<file path="config.mk">
export PLATFORM = sky130hd
export DESIGN_NAME = axi_rd_master
export DESIGN_NICKNAME = d
export VERILOG_FILES = /design/src/rtl/axi_rd_master.sv
export SDC_FILE = /design/constraint.sdc
export NUM_CORES = 1
export LEC_CHECK = 0
export ABC_AREA = 0
export ABC_CLOCK_PERIOD_IN_PS = 2600
export CORE_MARGIN = 2
export CORE_UTILIZATION = 35
export DETAILED_ROUTE_END_ITERATION = 16
export GPL_TIMING_DRIVEN = 0
export PLACE_DENSITY = 0.58
export REMOVE_ABC_BUFFERS = 1
export SLEW_MARGIN = 20
export SYNTH_ARGS = -nofsm -noshare
export SYNTH_HDL_FRONTEND = slang
export SYNTH_SLANG_ARGS = --single-unit
</file>
<file path="constraint.sdc">
create_clock -name clk -period 2.6 [get_ports clk]
set_input_delay 0.52 -clock clk [delete_from_list [all_inputs] [get_ports clk]]
set_output_delay 0.52 -clock clk [all_outputs]
set_load 0.05 [all_outputs]
</file>
<file path="src/rtl/axi_rd_master.sv">
// axi_rd_master
//   AXI3 read master. Read requests (address, length, beat size) are queued in
//   a small request FIFO and issued on the AR channel with incrementing IDs,
//   never exceeding MAX_OUT bursts in flight. R beats are passed straight
//   through to a streaming consumer. Each beat is checked against the expected
//   ID and the expected burst length.
//
// Ports
//   clk, rst             clock; asynchronous active-low reset
//   req_*                request input (valid/ready)
//   ar*                  AXI3 read address channel (master side)
//   r*                   AXI3 read data channel (master side)
//   dout_*               streaming output of R beats, plus a per-beat error flag
//   err_sticky           set by any accepted beat in error; cleared only by reset
//   outstanding          bursts issued on AR but not yet retired
//   idle                 request FIFO empty, no AR pending, nothing outstanding
//
// Handshake rule on every channel: a transfer happens on a rising edge where
// valid and ready are both high. Once valid is raised, the payload holds stable
// until that transfer.

module axi_rd_master #(
  parameter int ADDR_W    = 32,
  parameter int DATA_W    = 32,
  parameter int ID_W      = 4,
  parameter int LEN_W     = 4,
  parameter int REQ_DEPTH = 4,
  parameter int MAX_OUT   = 4
) (
  input  logic                         clk,
  input  logic                         rst,
  input  logic                         req_valid,
  output logic                         req_ready,
  input  logic [ADDR_W-1:0]            req_addr,
  input  logic [LEN_W-1:0]             req_len,
  input  logic [2:0]                   req_size,
  output logic [ID_W-1:0]              arid,
  output logic [ADDR_W-1:0]            araddr,
  output logic [LEN_W-1:0]             arlen,
  output logic [2:0]                   arsize,
  output logic [1:0]                   arburst,
  output logic                         arvalid,
  input  logic                         arready,
  input  logic [ID_W-1:0]              rid,
  input  logic [DATA_W-1:0]            rdata,
  input  logic [1:0]                   rresp,
  input  logic                         rlast,
  input  logic                         rvalid,
  output logic                         rready,
  output logic                         dout_valid,
  input  logic                         dout_ready,
  output logic [DATA_W-1:0]            dout_data,
  output logic                         dout_last,
  output logic                         dout_err,
  output logic                         err_sticky,
  output logic [$clog2(MAX_OUT+1)-1:0] outstanding,
  output logic                         idle
);

  localparam int PTR_W = $clog2(REQ_DEPTH);
  localparam int CNT_W = $clog2(REQ_DEPTH + 1);
  localparam int OUT_W = $clog2(MAX_OUT + 1);
  localparam int LP_W  = (MAX_OUT > 1) ? $clog2(MAX_OUT) : 1;

  localparam logic [CNT_W-1:0] DEPTH_C = CNT_W'(REQ_DEPTH);
  localparam logic [OUT_W-1:0] MAX_C   = OUT_W'(MAX_OUT);
  localparam logic [LP_W-1:0]  LP_LAST = LP_W'(MAX_OUT - 1);

  typedef enum logic {S_IDLE, S_ISSUE} state_e;

  // Request FIFO storage
  logic [ADDR_W-1:0] addr_mem [REQ_DEPTH];
  logic [LEN_W-1:0]  len_mem  [REQ_DEPTH];
  logic [2:0]        size_mem [REQ_DEPTH];
  logic [PTR_W-1:0]  wr_ptr_q, wr_ptr_d, rd_ptr_q, rd_ptr_d;
  logic [CNT_W-1:0]  count_q, count_d;

  // Expected-length FIFO, one entry per outstanding burst
  logic [LEN_W-1:0]  lfifo_mem [MAX_OUT];
  logic [LP_W-1:0]   lwr_ptr_q, lwr_ptr_d, lrd_ptr_q, lrd_ptr_d;

  // AR issue FSM and registered AR fields
  state_e            state_q, state_d;
  logic              arvalid_q, arvalid_d;
  logic [ID_W-1:0]   arid_q, arid_d;
  logic [ADDR_W-1:0] araddr_q, araddr_d;
  logic [LEN_W-1:0]  arlen_q, arlen_d;
  logic [2:0]        arsize_q, arsize_d;
  logic [ID_W-1:0]   issue_cnt_q, issue_cnt_d;

  // R-side tracking
  logic [OUT_W-1:0]  outstanding_q, outstanding_d;
  logic [ID_W-1:0]   retire_cnt_q, retire_cnt_d;
  logic [LEN_W-1:0]  beat_cnt_q, beat_cnt_d;
  logic              err_sticky_q, err_sticky_d;

  logic              push, pop, ar_hs, r_hs, active, len_match, retire, beat_err;
  logic [LEN_W-1:0]  exp_len;
  logic              unused_rresp0;

  assign unused_rresp0 = rresp[0];

  assign push      = req_valid && req_ready;
  assign pop       = (state_q == S_IDLE) && (count_q != '0) && (outstanding_q < MAX_C);
  assign ar_hs     = arvalid_q && arready;
  assign r_hs      = rvalid && dout_ready;
  assign active    = (outstanding_q != '0);
  assign exp_len   = lfifo_mem[lrd_ptr_q];
  assign len_match = (beat_cnt_q == exp_len);
  // A burst retires on its rlast, or on its last expected beat if rlast is missing.
  assign retire    = r_hs && active && (rlast || len_match);
  // With nothing outstanding there is no burst a beat can belong to.
  assign beat_err  = active ? (rresp[1] || (rid != retire_cnt_q) || (rlast != len_match))
                            : 1'b1;

  always_comb begin
    wr_ptr_d      = wr_ptr_q;
    rd_ptr_d      = rd_ptr_q;
    count_d       = count_q;
    lwr_ptr_d     = lwr_ptr_q;
    lrd_ptr_d     = lrd_ptr_q;
    state_d       = state_q;
    arvalid_d     = arvalid_q;
    arid_d        = arid_q;
    araddr_d      = araddr_q;
    arlen_d       = arlen_q;
    arsize_d      = arsize_q;
    issue_cnt_d   = issue_cnt_q;
    outstanding_d = outstanding_q;
    retire_cnt_d  = retire_cnt_q;
    beat_cnt_d    = beat_cnt_q;
    err_sticky_d  = err_sticky_q;

    if (push) wr_ptr_d = wr_ptr_q + PTR_W'(1);
    if (pop)  rd_ptr_d = rd_ptr_q + PTR_W'(1);
    case ({push, pop})
      2'b10:   count_d = count_q + CNT_W'(1);
      2'b01:   count_d = count_q - CNT_W'(1);
      default: count_d = count_q;
    endcase

    case (state_q)
      S_IDLE: begin
        if (pop) begin
          state_d   = S_ISSUE;
          arvalid_d = 1'b1;
          arid_d    = issue_cnt_q;
          araddr_d  = addr_mem[rd_ptr_q];
          arlen_d   = len_mem[rd_ptr_q];
          arsize_d  = size_mem[rd_ptr_q];
        end
      end
      S_ISSUE: begin
        if (arready) begin
          state_d     = S_IDLE;
          arvalid_d   = 1'b0;
          issue_cnt_d = issue_cnt_q + ID_W'(1);
        end
      end
      default: state_d = S_IDLE;
    endcase

    case ({ar_hs, retire})
      2'b10:   outstanding_d = outstanding_q + OUT_W'(1);
      2'b01:   outstanding_d = outstanding_q - OUT_W'(1);
      default: outstanding_d = outstanding_q;
    endcase

    // MAX_OUT need not be a power of two, so wrap explicitly.
    if (ar_hs)  lwr_ptr_d = (lwr_ptr_q == LP_LAST) ? '0 : lwr_ptr_q + LP_W'(1);
    if (retire) lrd_ptr_d = (lrd_ptr_q == LP_LAST) ? '0 : lrd_ptr_q + LP_W'(1);

    if (r_hs && active) begin
      beat_cnt_d = retire ? '0 : beat_cnt_q + LEN_W'(1);
    end
    if (retire) retire_cnt_d = retire_cnt_q + ID_W'(1);

    if (r_hs && beat_err) err_sticky_d = 1'b1;
  end

  always_ff @(posedge clk or negedge rst) begin
    if (!rst) begin
      wr_ptr_q      <= '0;
      rd_ptr_q      <= '0;
      count_q       <= '0;
      lwr_ptr_q     <= '0;
      lrd_ptr_q     <= '0;
      state_q       <= S_IDLE;
      arvalid_q     <= 1'b0;
      arid_q        <= '0;
      araddr_q      <= '0;
      arlen_q       <= '0;
      arsize_q      <= '0;
      issue_cnt_q   <= '0;
      outstanding_q <= '0;
      retire_cnt_q  <= '0;
      beat_cnt_q    <= '0;
      err_sticky_q  <= 1'b0;
    end else begin
      wr_ptr_q      <= wr_ptr_d;
      rd_ptr_q      <= rd_ptr_d;
      count_q       <= count_d;
      lwr_ptr_q     <= lwr_ptr_d;
      lrd_ptr_q     <= lrd_ptr_d;
      state_q       <= state_d;
      arvalid_q     <= arvalid_d;
      arid_q        <= arid_d;
      araddr_q      <= araddr_d;
      arlen_q       <= arlen_d;
      arsize_q      <= arsize_d;
      issue_cnt_q   <= issue_cnt_d;
      outstanding_q <= outstanding_d;
      retire_cnt_q  <= retire_cnt_d;
      beat_cnt_q    <= beat_cnt_d;
      err_sticky_q  <= err_sticky_d;
    end
  end

  // Storage arrays carry no reset; validity is tracked by the pointers.
  always_ff @(posedge clk) begin
    if (push) begin
      addr_mem[wr_ptr_q] <= req_addr;
      len_mem[wr_ptr_q]  <= req_len;
      size_mem[wr_ptr_q] <= req_size;
    end
    if (ar_hs) lfifo_mem[lwr_ptr_q] <= arlen_q;
  end

  assign req_ready   = (count_q < DEPTH_C);
  assign arvalid     = arvalid_q;
  assign arid        = arid_q;
  assign araddr      = araddr_q;
  assign arlen       = arlen_q;
  assign arsize      = arsize_q;
  assign arburst     = 2'b01;
  assign rready      = dout_ready;
  assign dout_valid  = rvalid;
  assign dout_data   = rdata;
  assign dout_last   = rlast;
  assign dout_err    = beat_err;
  assign err_sticky  = err_sticky_q;
  assign outstanding = outstanding_q;
  assign idle        = (count_q == '0) && !arvalid_q && (outstanding_q == '0);

endmodule

</file>
==> results of run 1 <==
-- critical path: cells and delay by family, from the launching register on --
family / cells / cell delay (ns)
buf+inv: 1 / 0.19
fa+ha+maj: 1 / 0.32
compound gates: 2 / 0.31
xor+xnor: 1 / 0.16
mux: 1 / 0.54
flops: 1 / 0.40
simple gates: 1 / 0.15
-- how the worst max path moves through the flow --
| stage | start | endpoint | slack (ns) | cells past startpoint |
|---|---|---|---|---|
| 3_3_place_gp | rst | arsize[0] | -2.18 | 1 |
| 2_1_floorplan | lrd_ptr_q[0] | err_sticky | -0.21 | 7 |
| 5_1_grt | lrd_ptr_q[0] | dout_err | -0.66 | 7 |
| 3_5_place_dp | lrd_ptr_q[0] | dout_err | -0.80 | 7 |
| 4_1_cts | lrd_ptr_q[0] | dout_err | -0.59 | 7 |
| 6_report | lrd_ptr_q[0] | dout_err | -0.51 | 7 |
-- layer usage --
metal	GRT usage	wire (um)	up-vias
li1	-	-	2086
met1	0.170	8450	2438
met2	0.222	9590	159
met3	0.0552	1680	30
met4	0.0265	340	0
met5	0.00641	0	-
-- what timing repair did --
item / 4_1_cts / 5_1_grt
endpoints found under the setup margin: 6 / 4
pin swaps: 4 / 7
hold buffers: 0 / 0
cloned: 1 / 0
buffers inserted: 5 / 1
resized for setup: 18 / 6
-- flip-flops by register name, summed over array words and instances, names as in the netlist, 2 cells and up --
name	count
wr_ptr_q	2
addr_mem	128
araddr	32
arlen	4
lwr_ptr_q	2
arid	4
outstanding	3
lrd_ptr_q	2
len_mem	16
issue_cnt_q	4
retire_cnt_q	4
lfifo_mem	16
arsize	3
rd_ptr_q	2
size_mem	12
beat_cnt_q	4
count_q	3
-- cell usage in the layout, fill, tap and decap left out, drive strengths merged, types with 6 or more instances in the layout --
cell type      instances
nor2                   8
nand2                 25
clkinv                10
clkdlybuf4s50        101
edfxtp               172
inv                   20
clkbuf                32
xor2                   7
xnor2                 15
dfrtp                 72
o21ai                  7
ha                    15
mux2i                  6
mux2                  44
mux4                  41
buf                    9
-- power by group through the flow --
stage	clock (mW)	combinational (mW)	sequential [mW]
final	3.91	5.67	6.08
after global routing	4.16	6.07	6.26
after CTS	4.01	5.75	6.13
after detailed placement	0	5.63	6.19
after global placement	0	5.45	6.25
after floorplan	0	2.69	7.28
-- cell type report --
cell class,instances,area [um2]
Clock inverter,17,214
Sequential cell,244,6980
Timing Repair inverter,1,8.76
Fill cell,2475,15900
Clock buffer,31,711
Timing Repair Buffer,111,1110
Multi-Input combinational cell,201,2500
Tap cell,378,473
Inverter,20,87.6
-- stage by stage --
stage / instance area [um2] / setup slack, ns / TNS (ns)
floorplan: 9480 / -0.212 / -5.02
global placement: 11000 / -2.18 / -368.15
detailed placement: 11000 / -0.799 / -2.05
CTS: 12100 / -0.592 / -0.592
global route: 12100 / -0.662 / -0.816
finish: 12100 / -0.511 / -0.511
-- cells by family after synthesis --
group | after synthesis | synth area share
simple gates | 54 | 0.0254
buf+inv | 73 | 0.0607
flops | 244 | 0.697
mux | 91 | 0.162
xor+xnor | 22 | 0.0193
compound gates | 15 | 0.0120
fa+ha+maj | 17 | 0.0228
other cells | 2 | 0.000751
==> results.toml, run 1 <==
[floorplan]
die_w_um = 173
ios = 172
start_util = 0.358
coreArea_um2 = 27900
dieArea_um2 = 29900
fp.dieH_um = 173
std_cell_rows = 61

[drt]
first_iter_violations = 235
ant_nets = 0
via_per_inst = 4.70
vias = 4713
drc = 0
drtPass1Iterations = 4
wl_per_cell_um = 20.0
finalWirelength_um = 20100

[pwr]
power.share.clock = 0.250
p_int_mw = 10.3
leakage_nw = 4.39
p_sw_mw = 5.39
swShare = 0.344
power_density_nw_per_um2 = 1300
peakVddDrop_v = 0.000880
p_seq_frac = 0.388
comb_power_share = 0.362
p_total_mw = 15.7

[layout]
drive_gt1_frac = 0.258
final_nets = 707
insertedDiodeCount = 0
area_growth_pct = 20.8
final_util = 0.432
instances_no_fill = 1003

[critical_path]
slowest_delay_ns = 0.54
required_ns = 2.08
r2r_start = "lrd_ptr_q[0]"
endpoint_kind = "primary output"
crit_slowest_cell = "mux4_2"
criticalPathCategory = "reg -> out"
arrival_ns = 2.59
worst_r2r_path_depth = 11
r2r_slack_ns = 0.03
reg2reg_to = "outstanding[2]"
cp_cell_sequence = "mux4_2 > xnor2_2 > o211ai_1 > ha_2 > a2111oi_4 > nand3_1 > buf_6"
start_kind = "flip-flop"
critPathMaxFanout = 3

[synthesis]
synth_most_common_cell = "edfxtp_1"
seq_area_frac_synth = 0.697
synthTopCellsByArea = "edfxtp_1 52%, dfrtp_1 18%, mux4_2 9.2%"
synthCells = 518
synth_area_leader_cell = "edfxtp_1"
synthArstFlopShare = 0.295
ys.flop_type = "edfxtp_1"
synth_warnings = 0
synth_top_cells_by_count = "172 x edfxtp_1, 72 x dfrtp_1, 41 x mux4_2"
syn-mean-instance-area_um2 = 19.3
synth_top_area_frac = 0.517
synth_cell_type_count = 41
synth_edf_count = 172
synthesis.area_um2 = 10000
synth_seq_cells = 244

[outcome]
status = "finished with violations"
violations = "negative setup slack"

[global_routing]
grt_usage = 0.135
first_global_vias = 5261
grt_max_degree = 43
antenna_found_initial = 0
grt_pass1_wl_um = 31300
gr-total-overflow = 0

[sta]
report.final.slew_viol_count = 0
max_slew_margin = 0.543
tightest_slew_ns = 0.685
rsz0062_at_grt = "yes"
setup_slack_ns = -0.511
finalCritPeriodShare = 1.20
hold_viol_final = 0
fin_crit_ns = 3.11
clock_skew_ns = 0.0157
max_freq_mhz = 321
holdWs_ns = 0.00647
setup_viol = 1

[clock_tree]
cts_buffers = 27
insertion_delay_ns = 0.54
clockRootBuffer = "clkbuf_16"
clk_path_buf_depth = 3
clk_pin_slew_ns = 0.06
cts_tree = "yes"
cts_max_level = 1
clock_sinks = 244

[placement]
dpl.hpwl_um = 11600
dp_cells = 949
portBuffers = 104
gp_congestion = 0.735

[job]
max_cap_viol_count = 0

[worst_hold_path]
worst_hold_path_type = "in -> async"
No activity file was read; power rests on OpenSTA's default activity.
==> inputs of run 2 (changes only) <==
SLEW_MARGIN = 10   (was 20)
==> results.toml, run 2 (same netlist as run 1, synthesis figures left out) <==
[placement]
gp_congestion = 0.735
placed_cell_area_um2 = 11100
portBuffers = 104
pre_cts_ws_ns = -0.794
dp_cells = 954
dpl.hpwl_um = 12300

[sta]
fin_crit_ns = 3.10
max_freq_mhz = 323
hold_viol_final = 0
report.final.slew_viol_count = 0
max_slew_margin = 0.555
clock_skew_ns = 0.00746
setup_viol = 1
rsz0062_at_grt = "yes"
fin_tns_setup_ns = -0.498
tightest_slew_ns = 0.668
finalCritPeriodShare = 1.19
setup_slack_ns = -0.498

[global_routing]
grt_usage = 0.135
antenna_found_initial = 0
first_global_vias = 5331
grt_max_degree = 43
gr-total-overflow = 0
grt_pass1_wl_um = 31400

[pwr]
p_total_mw = 15.6
power_density_nw_per_um2 = 1280
peakVddDrop_v = 0.000960
leakage_nw = 4.44

[layout]
largest_register = "addr_mem"
design_area_um2 = 12200
final_nets = 713
most-common-layout-cells = "172 x edfxtp_1, 101 x clkdlybuf4s50_1, 68 x dfrtp_1"
largest_reg_flops = 128
instances_no_fill = 1009
final_common_cell = "edfxtp_1"
drive_gt1_frac = 0.270
area_growth_pct = 21.5

[floorplan]
ios = 172
coreArea_um2 = 27900
die_w_um = 173
std_cell_rows = 61
start_util = 0.358
fp.dieH_um = 173
dieArea_um2 = 29900

[critical_path]
arrival_ns = 2.58
cp_num_buf_inv = 1
r2r_slack_ns = 0
slowest_delay_ns = 0.54
crit_slowest_cell = "mux4_2"
startpoint = "lrd_ptr_q[0]"
required_ns = 2.08
critPathMaxFanout = 3
criticalPathCategory = "reg -> out"
path_depth = 7
start_kind = "flip-flop"
r2r_start = "lrd_ptr_q[0]"
reg2reg_to = "outstanding[2]"
critical-path-top-delay-family = "multiplexers"
timing.critical_path.to = "dout_err"
cp_cell_sequence = "mux4_2 > xnor2_2 > o211ai_1 > ha_2 > a2111oi_4 > nand3_1 > buf_6"
endpoint_kind = "primary output"
worst_r2r_path_depth = 11

[clock_tree]
cts_max_level = 1
clockRootBuffer = "clkbuf_16"
clk_pin_slew_ns = 0.06
hold_buffers = 0
cts_buffers = 27
clock_sinks = 244
insertion_delay_ns = 0.52
cts_tree = "yes"
clk_path_buf_depth = 3

[worst_hold_path]
worst_hold_path_type = "in -> async"

[drt]
ant_nets = 0
wl_per_cell_um = 19.9
finalWirelength_um = 20100
vias = 4749
drtPass1Iterations = 4
first_iter_violations = 264
drc = 0
via_per_inst = 4.71

[outcome]
violations = "negative setup slack"
status = "finished with violations"

[job]
max_cap_viol_count = 0
[run 2: cell types whose count changed in the layout (fill, tap and decap cells not counted), moves of 2 or more]
cell and change:
and2_2 +4, and2_4 -4, buf_12 +4, clkinv_1 -3, clkinv_2 +6, clkinvlp_4 -2
[run 2: timing repair]
item / in CTS / in global routing
resized for setup: 19 / 6
cloned: 1 / 0
endpoints found under the setup margin: 6 / 3
setup buffers: 4 / 2
pin swaps: 4 / 8
[run 2: worst min path at each step]
stage / startpoint / endpoint / slack, ns / cells past startpoint
final: rst / err_sticky / 0.02 / 1
after global routing: rst / err_sticky / 0.06 / 1
after CTS: rst / err_sticky / 0.03 / 1
after detailed placement: err_sticky / err_sticky / 0.45 / 1
after global placement: err_sticky / err_sticky / 0.45 / 1
after floorplan: rst / araddr[0] / 0.22 / 0
[run 2: metal layers]
| layer | routed length (um) | vias up | GRT usage |
|---|---|---|---|
| li1 | - | 2100 | - |
| met1 | 8400 | 2474 | 0.170 |
| met2 | 9720 | 151 | 0.222 |
| met3 | 1720 | 24 | 0.0543 |
| met4 | 278 | 0 | 0.0282 |
| met5 | 0 | - | 0.00641 |
[run 2: power breakdown]
part / internal [mW] / leakage, nW / switching (mW)
clock: 2.25 / 0.436 / 1.48
combinational: 2.75 / 1.59 / 3.15
sequential: 5.23 / 2.41 / 0.736
total: 10.2 / 4.44 / 5.36
[run 2: layout make-up]
type	count	area [um2]
Sequential cell	244	6970
Timing Repair inverter	1	8.76
Fill cell	2479	15800
Inverter	20	87.6
Clock buffer	31	711
Clock inverter	16	168
Multi-Input combinational cell	201	2500
Tap cell	378	473
Antenna cell	1	2.50
Timing Repair Buffer	117	1230
[run 2: stage by stage]
stage / utilization / hold slack [ns]
after global placement: 0.393 / 0.452
after CTS: 0.433 / 0.0276
final: 0.435 / 0.0189
after global routing: 0.435 / 0.0591
after floorplan: - / 0.224
after detailed placement: 0.399 / 0.454
==> inputs of run 3 (changes only) <==
CORE_UTILIZATION = 39   (was 35)
PLACE_DENSITY = 0.63   (was 0.58)
==> results.toml, run 3 (same netlist as run 1, synthesis figures left out) <==
[outcome]
status = "finished with violations"
violations = "negative setup slack"

[placement]
portBuffers = 104
placed_cell_area_um2 = 11100
pre_cts_ws_ns = -0.832
dpl.hpwl_um = 12100
gp_congestion = 0.758

[layout]
final_common_cell = "edfxtp_1"
design_area_um2 = 12100
final_nets = 715
largest_reg_flops = 128
insertedDiodeCount = 0
most-common-layout-cells = "172 x edfxtp_1, 101 x clkdlybuf4s50_1, 68 x dfrtp_1"
n_fill_cell = 2063
largest_register = "addr_mem"
area_growth_pct = 20.9
drive_gt1_frac = 0.261

[drt]
via_per_inst = 4.92
drc = 0
drtPass1Iterations = 4
finalWirelength_um = 19500
ant_nets = 0
first_iter_violations = 277
vias = 4751
wl_per_cell_um = 20.2

[floorplan]
dieArea_um2 = 26900
die_w_um = 164
start_util = 0.397
coreArea_um2 = 25200
ios = 172
fp.dieH_um = 164
std_cell_rows = 58

[global_routing]
antenna_found_initial = 0
grt_pass1_wl_um = 29900
grt_usage = 0.147
grt_max_degree = 48
gr-total-overflow = 0
first_global_vias = 5183

[sta]
max_freq_mhz = 323
max_slew_margin = 0.569
setup_viol = 1
fin_crit_ns = 3.09
tightest_slew_ns = 0.646
clock_skew_ns = 0.0187
setup_slack_ns = -0.493
holdWs_ns = 0.473
hold_viol_final = 0
rsz0062_at_grt = "yes"
finalCritPeriodShare = 1.19
report.final.slew_viol_count = 0

[critical_path]
timing.critical_path.to = "dout_err"
required_ns = 2.08
start_kind = "flip-flop"
worst_r2r_path_depth = 11
endpoint_kind = "primary output"
arrival_ns = 2.57
r2r_slack_ns = 0.04
r2r_start = "lrd_ptr_q[0]"
reg2reg_to = "outstanding[2]"
startpoint = "lrd_ptr_q[0]"
critPathMaxFanout = 3
criticalPathCategory = "reg -> out"

[clock_tree]
cts_tree = "yes"
insertion_delay_ns = 0.53
cts_buffers = 27
clk_pin_slew_ns = 0.06
clock_sinks = 244
cts_max_level = 1
clockRootBuffer = "clkbuf_16"
clk_path_buf_depth = 3

[pwr]
power_density_nw_per_um2 = 1280
peakVddDrop_v = 0.000813
leakage_nw = 4.43
p_total_mw = 15.5

[job]
max_cap_viol_count = 0

[worst_hold_path]
worst_hold_path_type = "in -> async"
-- run 3: changes by cell type in the layout (fill, tap and decap cells not counted), moves of 2 or more --
cell,change
bufinv_16,-2
clkbuf_1,+5
clkbuf_8,+2
clkinv_1,+4
clkinv_2,-4
clkinvlp_4,-2
-- run 3: what timing repair did --
item / in CTS / in global routing
hold endpoints to repair: 25 / 0
endpoints found under the setup margin: 6 / 4
buffers inserted: 5 / 2
gates resized for setup: 18 / 8
hold buffers: 1 / 0
pin swaps: 4 / 6
gates cloned: 1 / 0
-- run 3: how the worst min path moves through the flow --
stage | startpoint | end | slack [ns] | depth (start not counted)
after floorplan | rst | araddr[0] | 0.22 | 0
after global placement | err_sticky | err_sticky | 0.45 | 1
after detailed placement | issue_cnt_q[3] | issue_cnt_q[3] | 0.46 | 1
after CTS | rst | araddr[20] | 0.47 | 2
after global routing | rst | araddr[20] | 0.49 | 2
final | rst | araddr[20] | 0.47 | 2
-- run 3: critical path: stages (launching register included) --
cell,delay (ns)
dfrtp_2,0.40
mux4_2,0.53
xnor2_2,0.15
o211ai_1,0.12
ha_2,0.33
a2111oi_4,0.18
nand3_1,0.16
buf_6,0.19
-- run 3: cell type report --
type / count / area, um2 / share of cell area
Inverter: 20 / 87.6 / 0.00725
Sequential cell: 244 / 6970 / 0.577
Clock buffer: 38 / 757 / 0.0627
Clock inverter: 12 / 98.8 / 0.00818
Timing Repair inverter: 1 / 8.76 / 0.000725
Timing Repair Buffer: 119 / 1250 / 0.103
Tap cell: 330 / 413 / 0.0342
Multi-Input combinational cell: 201 / 2490 / 0.206
-- run 3: power by group --
part	internal (mW)	switching, mW	total, mW
clock network	2.13	1.47	3.61
registers	5.23	0.770	6.00
logic	2.76	3.10	5.86
-- run 3: per-stage QoR --
stage,setup TNS [ns],utilization,cells
after floorplan,-5.02,-,465
after CTS,-0.617,0.478,963
after global routing,-0.752,0.480,965
final,-0.493,0.480,965
after detailed placement,-11.35,0.440,906
after global placement,-348.98,0.434,899
-- run 3: routing by layer --
metal / up-vias / track usage / share of wire
met3: 25 / 0.0586 / 0.085
met1: 2469 / 0.189 / 0.42
met2: 148 / 0.236 / 0.48
met5: - / 0.00758 / 0
li1: 2109 / - / -
met4: 0 / 0.0307 / 0.015
